File: src/rtl/mem_arbiter.sv
// mem_arbiter: shares one fixed-latency single-port memory between the multicycle CPU and a DMA.
// Round-robin tie-break by default; define MEM_ARB_CPU_PRIO_EN for fixed CPU priority.
module mem_arbiter #(
  parameter int AW      = 32,
  parameter int DW      = 32,
  parameter int LATENCY = 2
) (
  input  logic          clk,
  input  logic          reset,
  input  logic          cpu_req,
  input  logic          cpu_we,
  input  logic [AW-1:0] cpu_adr,
  input  logic [DW-1:0] cpu_wd,
  output logic [DW-1:0] cpu_rd,
  output logic          cpu_ready,
  input  logic          dma_req,
  input  logic          dma_we,
  input  logic [AW-1:0] dma_adr,
  input  logic [DW-1:0] dma_wd,
  output logic [DW-1:0] dma_rd,
  output logic          dma_ready,
  output logic          mem_en,
  output logic          mem_we,
  output logic [AW-1:0] mem_adr,
  output logic [DW-1:0] mem_wd,
  input  logic [DW-1:0] mem_rd
);

  typedef enum logic [1:0] {IDLE, ACCESS, DONE} state_t;
  typedef enum logic {OWN_CPU, OWN_DMA} owner_t;

  // LATENCY is limited to 1..15, so the 4-bit counter never wraps.
  localparam logic [3:0] CNT_INIT = 4'(LATENCY - 1);

  state_t        state;
  owner_t        owner;
  owner_t        last_owner;
  logic [3:0]    cnt;
  logic          lat_we;

  logic          grant_cpu;
  logic          grant_dma;
  logic          sel_we;
  logic [AW-1:0] sel_adr;
  logic [DW-1:0] sel_wd;

  always_comb begin
`ifdef MEM_ARB_CPU_PRIO_EN
    grant_cpu = cpu_req;
`else
    grant_cpu = cpu_req && (!dma_req || (last_owner == OWN_DMA));
`endif
    grant_dma = dma_req && !grant_cpu;
    sel_we    = grant_cpu ? cpu_we  : dma_we;
    sel_adr   = grant_cpu ? cpu_adr : dma_adr;
    sel_wd    = grant_cpu ? cpu_wd  : dma_wd;
  end

  // The write strobe is raised only for the final ACCESS cycle so a reset earlier in the
  // access can still cancel the write.
  always_ff @(posedge clk) begin
    if (reset) begin
      state      <= IDLE;
      cnt        <= 4'd0;
      owner      <= OWN_CPU;
      last_owner <= OWN_DMA;
      lat_we     <= 1'b0;
      mem_en     <= 1'b0;
      mem_we     <= 1'b0;
      mem_adr    <= '0;
      mem_wd     <= '0;
      cpu_ready  <= 1'b0;
      dma_ready  <= 1'b0;
      cpu_rd     <= '0;
      dma_rd     <= '0;
    end else begin
      cpu_ready <= 1'b0;
      dma_ready <= 1'b0;
      case (state)
        IDLE: begin
          if (grant_cpu || grant_dma) begin
            owner   <= grant_cpu ? OWN_CPU : OWN_DMA;
            lat_we  <= sel_we;
            mem_adr <= sel_adr;
            mem_wd  <= sel_wd;
            mem_we  <= sel_we && (CNT_INIT == 4'd0);
            mem_en  <= 1'b1;
            cnt     <= CNT_INIT;
            state   <= ACCESS;
          end
        end
        ACCESS: begin
          if (cnt == 4'd0) begin
            if (owner == OWN_CPU) begin
              cpu_rd    <= mem_rd;
              cpu_ready <= 1'b1;
            end else begin
              dma_rd    <= mem_rd;
              dma_ready <= 1'b1;
            end
            last_owner <= owner;
            mem_en     <= 1'b0;
            mem_we     <= 1'b0;
            state      <= DONE;
          end else begin
            cnt    <= cnt - 4'd1;
            mem_we <= lat_we && (cnt == 4'd1);
          end
        end
        DONE: begin
          state <= IDLE;
        end
        default: begin
          state <= IDLE;
        end
      endcase
    end
  end

endmodule

File: config.mk
export PLATFORM = sky130hd
export DESIGN_NAME = mem_arbiter
export DESIGN_NICKNAME = d
export VERILOG_FILES = /design/src/rtl/mem_arbiter.sv
export SDC_FILE = /design/constraint.sdc
export NUM_CORES = 1
export LEC_CHECK = 0
export ABC_CLOCK_PERIOD_IN_PS = 1800
export CAP_MARGIN = 40
export CORE_UTILIZATION = 41
export DETAILED_ROUTE_END_ITERATION = 8
export PLACE_DENSITY = 0.85
export SETUP_SLACK_MARGIN = 0.4
export SLEW_MARGIN = 40
export SYNTH_ARGS = -nofsm -noshare
export SYNTH_HDL_FRONTEND = slang
export SYNTH_SLANG_ARGS = --single-unit
File: constraint.sdc
create_clock -name clk -period 1.8 [get_ports clk]
set_input_delay 0.36 -clock clk [delete_from_list [all_inputs] [get_ports clk]]
set_output_delay 0.36 -clock clk [all_outputs]
set_load 0.02 [all_outputs]
==> summary.txt, run 1 <==
FLOORPLAN
---------------------------------------------------------------------------------
Initial cell density of the core ...................................       41.73%
DIE HEIGHT .........................................................     126.2 µm
Total number of placement rows .....................................           45
Die W ..............................................................     126.2 µm
Die area ...........................................................    15920 µm²
Floorplan core area ................................................    15150 µm²
Ports ..............................................................          298

ROUTING
---------------------------------------------------------------------------------
Sum of routed wire length over all layers ..........................     21.82 mm
Vias per cell ......................................................        5.533
WL per Instance ....................................................     18.48 µm
Remaining antenna violation count ..................................            0
TritonRoute pass-1 iters ...........................................            5
Detailed-route DRC error count .....................................            0
Via count ..........................................................         6534
Number of DRC markers after the initial detailed-route iteration ...          479

TIMING
---------------------------------------------------------------------------------
Hold Fails Final Rpt ...............................................            0
Number of endpoints failing setup at the final stage ...............            0
Slew at the pin closest to its max-slew limit ......................    0.5806 ns
Final period util ..................................................       86.39%
Max_slew headroom ..................................................       61.29%
Post-layout minimum cycle time .....................................     1.555 ns
Setup repair after global routing missed its margin ................          yes
Worst setup margin .................................................    0.2450 ns
Highest Clock Rate .................................................   0.6431 GHz
Final-layout worst hold slack ......................................    0.4685 ns
Final Max Slew Viols ...............................................            0
Final Skew .........................................................  0.006397 ns

POWER AND IR DROP
---------------------------------------------------------------------------------
Total power ........................................................    0.01016 W
Proportion of power drawn by the clock network .....................        35.5%
Net load switching power ...........................................   0.003095 W
Sequential share of power ..........................................        36.2%
Power density cells ................................................  1002 nW/µm²
Combinational group share of total power ...........................        28.3%
Static leakage .....................................................     4.214 nW
Switching power share of the total .................................       30.45%
Max rail drop VDD ..................................................     728.4 µV
P_int ..............................................................   0.007070 W

WORST SETUP PATH
---------------------------------------------------------------------------------
Reg-to-reg startpoint ..............................................       cnt[0]
Required time of the critical path .................................      2.14 ns
Launch point of the critical path ..................................       cnt[0]
Largest driver fanout on the critical path .........................            6
Data arrival time of the critical path .............................      1.90 ns
Start-to-end type of the worst setup path ..........................      reg2reg
Element type at the critical path start ............................     register
CP endpoint kind ...................................................     register

SYNTHESIS
---------------------------------------------------------------------------------
Post-Syn Instances .................................................          690
Post-Syn Area per Cell .............................................    9.161 µm²
Most frequent cells after synthesis ................................ sky130_fd_sc_hd__dfxtp_1, sky130_fd_sc_hd__nand2b_1, sky130_fd_sc_hd__a21oi_1, sky130_fd_sc_hd__a311oi_1, sky130_fd_sc_hd__nand3_1
Biggest area consumer among synthesized cells ...................... sky130_fd_sc_hd__dfxtp_1
Sequential fraction of the synthesis area ..........................       44.66%
Synthesized netlist net count ......................................          859
Top cells by area in the synthesized netlist ....................... sky130_fd_sc_hd__dfxtp_1, sky130_fd_sc_hd__mux2i_1, sky130_fd_sc_hd__nand2b_1
Most used standard cell by instance count after synthesis .......... sky130_fd_sc_hd__dfxtp_1
Area fraction of the dominant cell type after synthesis ............       44.66%
Synthesized area ...................................................     6321 µm²
Asr flop ratio synth ...............................................           0%
Post-synthesis register bit count ..................................          141
YS warnings ........................................................            0
Number of synthesized flops with an enable pin .....................            0
Main synth FF type ................................................. sky130_fd_sc_hd__dfxtp_1
Unique masters post-synth ..........................................           37

CTS
---------------------------------------------------------------------------------
H-tree level count .................................................            4
CTS clock-pin slew for the worst setup and hold paths ..............      0.06 ns
Hold buffer count at CTS ...........................................            0
Source-to-sink clock delay at the later pin of the worst-skew pair .      0.42 ns
Number of buffers created by CTS ...................................           17
CTS tree ...........................................................          yes
TritonCTS sink count ...............................................          141
Bufs on Longest Clock Path .........................................            2
Root buffer cell ................................................... sky130_fd_sc_hd__clkbuf_16

CELLS AND AREA
---------------------------------------------------------------------------------
Fraction of final layout cells sized beyond drive strength 1 .......       25.38%
Antenna cell count .................................................            0
Sequential cell area ...............................................     2834 µm²
Multi-input gate area ..............................................     3276 µm²
Nets ...............................................................         1149
Filler cell count ..................................................         1243
Growth of design area from synthesis to finish .....................       60.49%
Final design instance area without fill ............................    10140 µm²

GLOBAL ROUTING
---------------------------------------------------------------------------------
Vias in the first global route .....................................         6499
Grt total ovfl .....................................................            0
Global Route Usage Sum .............................................       26.88%
Largest net degree at the start of global routing ..................           73
Wire length of the first global-routing pass .......................     33.91 mm
Number of antenna violations at the first check in global routing ..            0

WORST HOLD PATH
---------------------------------------------------------------------------------
Worst hold start ...................................................   cpu_rd[31]
Class of the worst hold path .......................................      reg2reg

OUTCOME
---------------------------------------------------------------------------------
Outcome ............................................................    completed

PLACED DESIGN
---------------------------------------------------------------------------------
Estimated wirelength of the detail-placed design ...................     14.19 mm
Post-Place Setup Slack .............................................  -0.05047 ns
IO Port Bufs .......................................................          297
GPL Wtd Cong .......................................................       0.8268
Post-place instance area ...........................................     9651 µm²

FLOW RUN
---------------------------------------------------------------------------------
Reported max-cap violation count ...................................            0

final timing paths:
check	endpoint	slack (ns)	cells past startpoint
min reg2reg	cpu_rd[31]	0.47	2
max	cpu_rd[28]	0.24	7
min	cpu_rd[31]	0.47	2
max reg2reg	cpu_rd[28]	0.24	7
worst max-delay path, stage by stage (launching register included):
cell and delay [ns]:
sky130_fd_sc_hd__dfxtp_2 0.34, sky130_fd_sc_hd__inv_2 0.08, sky130_fd_sc_hd__ha_4 0.16, sky130_fd_sc_hd__nand4bb_4 0.16, sky130_fd_sc_hd__nor3_4 0.23, sky130_fd_sc_hd__buf_6 0.15, sky130_fd_sc_hd__clkbuf_16 0.16, sky130_fd_sc_hd__mux2i_1 0.20
cells by family after synthesis:
group,after synthesis,share of synthesized area (%)
simple gates,193,18.11
flops,141,44.66
mux,64,10.13
buf+inv,80,5.622
fa+ha+maj,3,0.5939
compound gates,209,20.88
layout by cell type (no fill, tap or decap), drive strengths merged, types with 2 or more instances in the layout:
cell / synthesis / routed
clkdlybuf4s50: 0 / 162
buf: 26 / 159
dfxtp: 141 / 141
nand2b: 98 / 98
a21oi: 70 / 70
nand3: 66 / 66
a311oi: 66 / 66
o21ai: 65 / 65
mux2i: 64 / 64
clkbuf: 51 / 22
clkdlybuf4s15: 0 / 21
nor2: 8 / 8
clkinv: 0 / 7
inv: 3 / 4
bufinv: 0 / 3
clkinvlp: 0 / 3
nor3b: 3 / 3
nor3: 3 / 3
ha: 3 / 3
or2: 2 / 2
and2b: 2 / 2
nor2b: 2 / 2
or4: 2 / 2
or3: 2 / 2
nand4: 2 / 2
state kept, by name, indices dropped and copies added, names as in the netlist:
| signal | cells |
|---|---|
| mem_en | 1 |
| owner | 1 |
| lat_we | 1 |
| mem_adr | 32 |
| mem_we | 1 |
| cnt | 4 |
| mem_wd | 32 |
| dma_rd | 32 |
| cpu_rd | 32 |
| cpu_ready | 1 |
| state | 2 |
| dma_ready | 1 |
| last_owner | 1 |
area by class of cell:
type,count,share of cell area (%)
inverter,3,0.1357
timing repair buffer,348,31.34
sequential,141,27.94
multi-input combinational,469,32.29
clock buffer,18,4.329
clock inverter,14,1.653
tap,188,2.319
power by group through the flow:
| stage | combinational [W] | clock (W) | sequential (W) |
|---|---|---|---|
| detailed placement | 0.00282 | 0 | 0.00374 |
| CTS | 0.00285 | 0.00364 | 0.00368 |
| global route | 0.00306 | 0.00378 | 0.00372 |
| finish | 0.00288 | 0.00361 | 0.00368 |
| floorplan | 0.00108 | 0 | 0.00408 |
| global placement | 0.00278 | 0 | 0.00373 |
repair_timing:
item | in CTS | in global routing
gates cloned | 4 | 3
resized for setup | 463 | 81
buffers inserted | 11 | 2
setup endpoints to repair | 265 | 199
pin swaps | 9 | 7
stage by stage:
step                      TNS, ns  instances  util [%]
after floorplan                 0        690         -
after global placement          0       1129     63.72
after detailed placement  -0.4441       1129     63.72
after CTS                       0       1176     68.51
after global routing            0       1181     66.98
final                           0       1181     66.98
layer usage:
layer  routed length [µm]  up-vias  track usage (%)  part of all wire [%]
met5                    0        -                0                     0
met4                  683        0            11.98                   3.1
met3                 1725       45            8.156                   7.9
met2                10770      305            45.24                    49
met1                 8640     3070            31.47                    40
li1                     -     3114                -                     -
No activity file was read; power rests on OpenSTA's default activity.
==> run 2, diff against run 1 <==
--- a/config.mk
+++ b/config.mk
@@ -8,6 +8,7 @@
 export ABC_CLOCK_PERIOD_IN_PS = 1800
 export CAP_MARGIN = 40
 export CORE_UTILIZATION = 41
+export CTS_CLUSTER_SIZE = 12
 export DETAILED_ROUTE_END_ITERATION = 8
 export PLACE_DENSITY = 0.85
 export SETUP_SLACK_MARGIN = 0.4
==> results of run 2 <==
No change in the layout: final DEF, timing and power equal those of run 1.
==> run 3, diff against run 2 <==
--- a/config.mk
+++ b/config.mk
@@ -5,7 +5,7 @@
 export SDC_FILE = /design/constraint.sdc
 export NUM_CORES = 1
 export LEC_CHECK = 0
-export ABC_CLOCK_PERIOD_IN_PS = 1800
+export ABC_CLOCK_PERIOD_IN_PS = 1500
 export CAP_MARGIN = 40
 export CORE_UTILIZATION = 41
 export CTS_CLUSTER_SIZE = 12
==> constraint.sdc (replaced) <==
create_clock -name clk -period 1.5 [get_ports clk]
set_input_delay 0.3 -clock clk [delete_from_list [all_inputs] [get_ports clk]]
set_output_delay 0.3 -clock clk [all_outputs]
set_load 0.02 [all_outputs]
==> summary.txt, run 3 (synthesized netlist as in run 1, its figures left out) <==
OUTCOME
---------------------------------------------------------------------------------
Outcome ............................................................ finished, violations left
Violated checks .................................................... negative setup slack

ROUTING
---------------------------------------------------------------------------------
TritonRoute pass-1 iters ...........................................            6
Vias per cell ......................................................        6.284
Sum of routed wire length over all layers ..........................     36.84 mm
Remaining antenna violation count ..................................            0
Via count ..........................................................         8339
Number of DRC markers after the initial detailed-route iteration ...          798
WL per Instance ....................................................     27.76 µm
Detailed-route DRC error count .....................................            0

TIMING
---------------------------------------------------------------------------------
Number of endpoints failing setup at the final stage ...............           25
Worst setup margin .................................................   -0.3921 ns
Hold Fails Final Rpt ...............................................            0
Final Skew .........................................................   0.01138 ns
Max_slew headroom ..................................................       60.29%
Slew at the pin closest to its max-slew limit ......................    0.5957 ns
Final Max Slew Viols ...............................................            0
Setup repair after global routing missed its margin ................          yes
Final period util ..................................................       126.1%
Final-layout worst hold slack ......................................    0.4413 ns
Highest Clock Rate .................................................   0.5285 GHz
Sum of negative setup slack ........................................    -2.107 ns
Post-layout minimum cycle time .....................................     1.892 ns

CTS
---------------------------------------------------------------------------------
Root buffer cell ................................................... sky130_fd_sc_hd__clkbuf_16
CTS tree ...........................................................          yes
H-tree level count .................................................            4
Bufs on Longest Clock Path .........................................            2
CTS clock-pin slew for the worst setup and hold paths ..............      0.06 ns
TritonCTS sink count ...............................................          141
Source-to-sink clock delay at the later pin of the worst-skew pair .      0.43 ns
Number of buffers created by CTS ...................................           17

GLOBAL ROUTING
---------------------------------------------------------------------------------
Wire length of the first global-routing pass .......................     35.60 mm
Global Route Usage Sum .............................................       28.49%
Vias in the first global route .....................................         6925
Largest net degree at the start of global routing ..................           54
Number of antenna violations at the first check in global routing ..            3
Grt total ovfl .....................................................            0

WORST SETUP PATH
---------------------------------------------------------------------------------
Largest stage delay on the critical path ...........................      0.56 ns
Largest driver fanout on the critical path .........................            7
Element type at the critical path start ............................     register
Data arrival time of the critical path .............................      2.15 ns
Crit path max-delay cell type ...................................... sky130_fd_sc_hd__a311oi_2
CP endpoint kind ...................................................     register
Required time of the critical path .................................      1.75 ns
Critical path, cell by cell ........................................ buf_6, nor2_4, buf_12, buf_12, clkbuf_16, a21oi_4, a311oi_2
Start-to-end type of the worst setup path ..........................      reg2reg
Cell mode on critical path ......................................... sky130_fd_sc_hd__buf_12

PLACED DESIGN
---------------------------------------------------------------------------------
Estimated wirelength of the detail-placed design ...................     14.28 mm
IO Port Bufs .......................................................          297
GPL Wtd Cong .......................................................       0.8097
Post-Place Setup Slack .............................................   -0.2685 ns

FLOORPLAN
---------------------------------------------------------------------------------
Floorplan core area ................................................    15150 µm²
Total number of placement rows .....................................           45
Die area ...........................................................    15920 µm²
DIE HEIGHT .........................................................     126.2 µm
Initial cell density of the core ...................................       41.73%
Ports ..............................................................          298
Die W ..............................................................     126.2 µm

POWER AND IR DROP
---------------------------------------------------------------------------------
Net load switching power ...........................................   0.005054 W
Switching power share of the total .................................       33.75%
Proportion of power drawn by the clock network .....................        29.2%
Combinational group share of total power ...........................        39.8%
Max rail drop VDD ..................................................     898.3 µV
Sequential share of power ..........................................        31.0%
Static leakage .....................................................     5.478 nW
Power density cells ................................................  1123 nW/µm²
P_int ..............................................................   0.009922 W

CELLS AND AREA
---------------------------------------------------------------------------------
Commonest cells after routing, fill and taps aside ................. sky130_fd_sc_hd__clkdlybuf4s50_1, sky130_fd_sc_hd__buf_6, sky130_fd_sc_hd__dfxtp_2
Antenna cell count .................................................            0
Growth of design area from synthesis to finish .....................       110.9%
Most common cell after layout, fill and taps aside ................. sky130_fd_sc_hd__clkdlybuf4s50_1
Fraction of final layout cells sized beyond drive strength 1 .......       57.07%
Nets ...............................................................         1295

WORST HOLD PATH
---------------------------------------------------------------------------------
Class of the worst hold path .......................................       in2reg

FLOW RUN
---------------------------------------------------------------------------------
Reported max-cap violation count ...................................            0

==> run 3: cell count changes in the layout (fill, tap and decap cells not counted), sizes merged <==
cell           change
clkbuf            +20
and2b              +1
buf              +148
inv                +1
bufinv             -1
clkinvlp           -1
bufbuf             -1
clkdlybuf4s15     -21
==> run 3: worst max-delay path, delay by kind of cell, from the launching register on <==
family / cells / cell delay [ns]
and+or+nand+nor: 1 / 0.15
DFF: 1 / 0.37
buffers and inverters: 4 / 0.56
AOI/OAI and AO/OA: 2 / 0.63
==> run 3: path summary, 6_finish.rpt <==
path	from	end	slack [ns]	cells after the start
max reg2reg	state[1]	mem_wd[6]	-0.39	7
max	state[1]	mem_wd[6]	-0.39	7
min	reset	cnt[0]	0.44	3
min reg2reg	cpu_rd[8]	cpu_rd[8]	0.48	2
==> run 3: power groups by stage <==
| stage | Clock [W] | Combinational, W | Sequential [W] |
|---|---|---|---|
| 6_report | 0.00438 | 0.00595 | 0.00464 |
| 5_1_grt | 0.00456 | 0.00608 | 0.00466 |
| 4_1_cts | 0.00428 | 0.00393 | 0.00455 |
| 3_5_place_dp | 0 | 0.00349 | 0.00449 |
| 3_3_place_gp | 0 | 0.00345 | 0.00448 |
| 2_1_floorplan | 0 | 0.00145 | 0.00491 |
==> run 3: area by class of cell <==
| type | count | area [µm²] |
|---|---|---|
| multi-input cells | 470 | 3958 |
| fillers | 642 | 1814 |
| flip-flops and latches | 141 | 3012 |
| clock inverters | 13 | 138.9 |
| repair buffers | 493 | 5522 |
| well taps | 188 | 235.2 |
| inverters | 3 | 13.76 |
| clock buffers | 19 | 452.9 |
==> run 3: per-stage QoR <==
stage | area, µm² | power (W) | util (%) | cells
after floorplan | 6629 | 0.006364 | - | 690
after global placement | 9831 | 0.007929 | 64.91 | 1137
after detailed placement | 9831 | 0.007979 | 64.91 | 1137
after CTS | 11270 | 0.01276 | 74.41 | 1221
after global routing | 13330 | 0.01530 | 88.02 | 1327
final | 13330 | 0.01498 | 88.02 | 1327
==> run 3: per-layer routing <==
layer,track usage [%],vias up,share of wire (%)
met5,0,-,0.095
met4,15.10,6,9.9
met3,8.963,295,11
met2,49.50,694,46
met1,30.98,3905,32
li1,-,3439,-
==> run 3: timing repair <==
action / 4_1_cts / 5_1_grt
gates cloned: 2 / 39
endpoints found under the setup margin: 272 / 273
pin swaps: 41 / 79
gates resized for setup: 945 / 192
hold buffers: 0 / 0
buffers inserted: 50 / 67
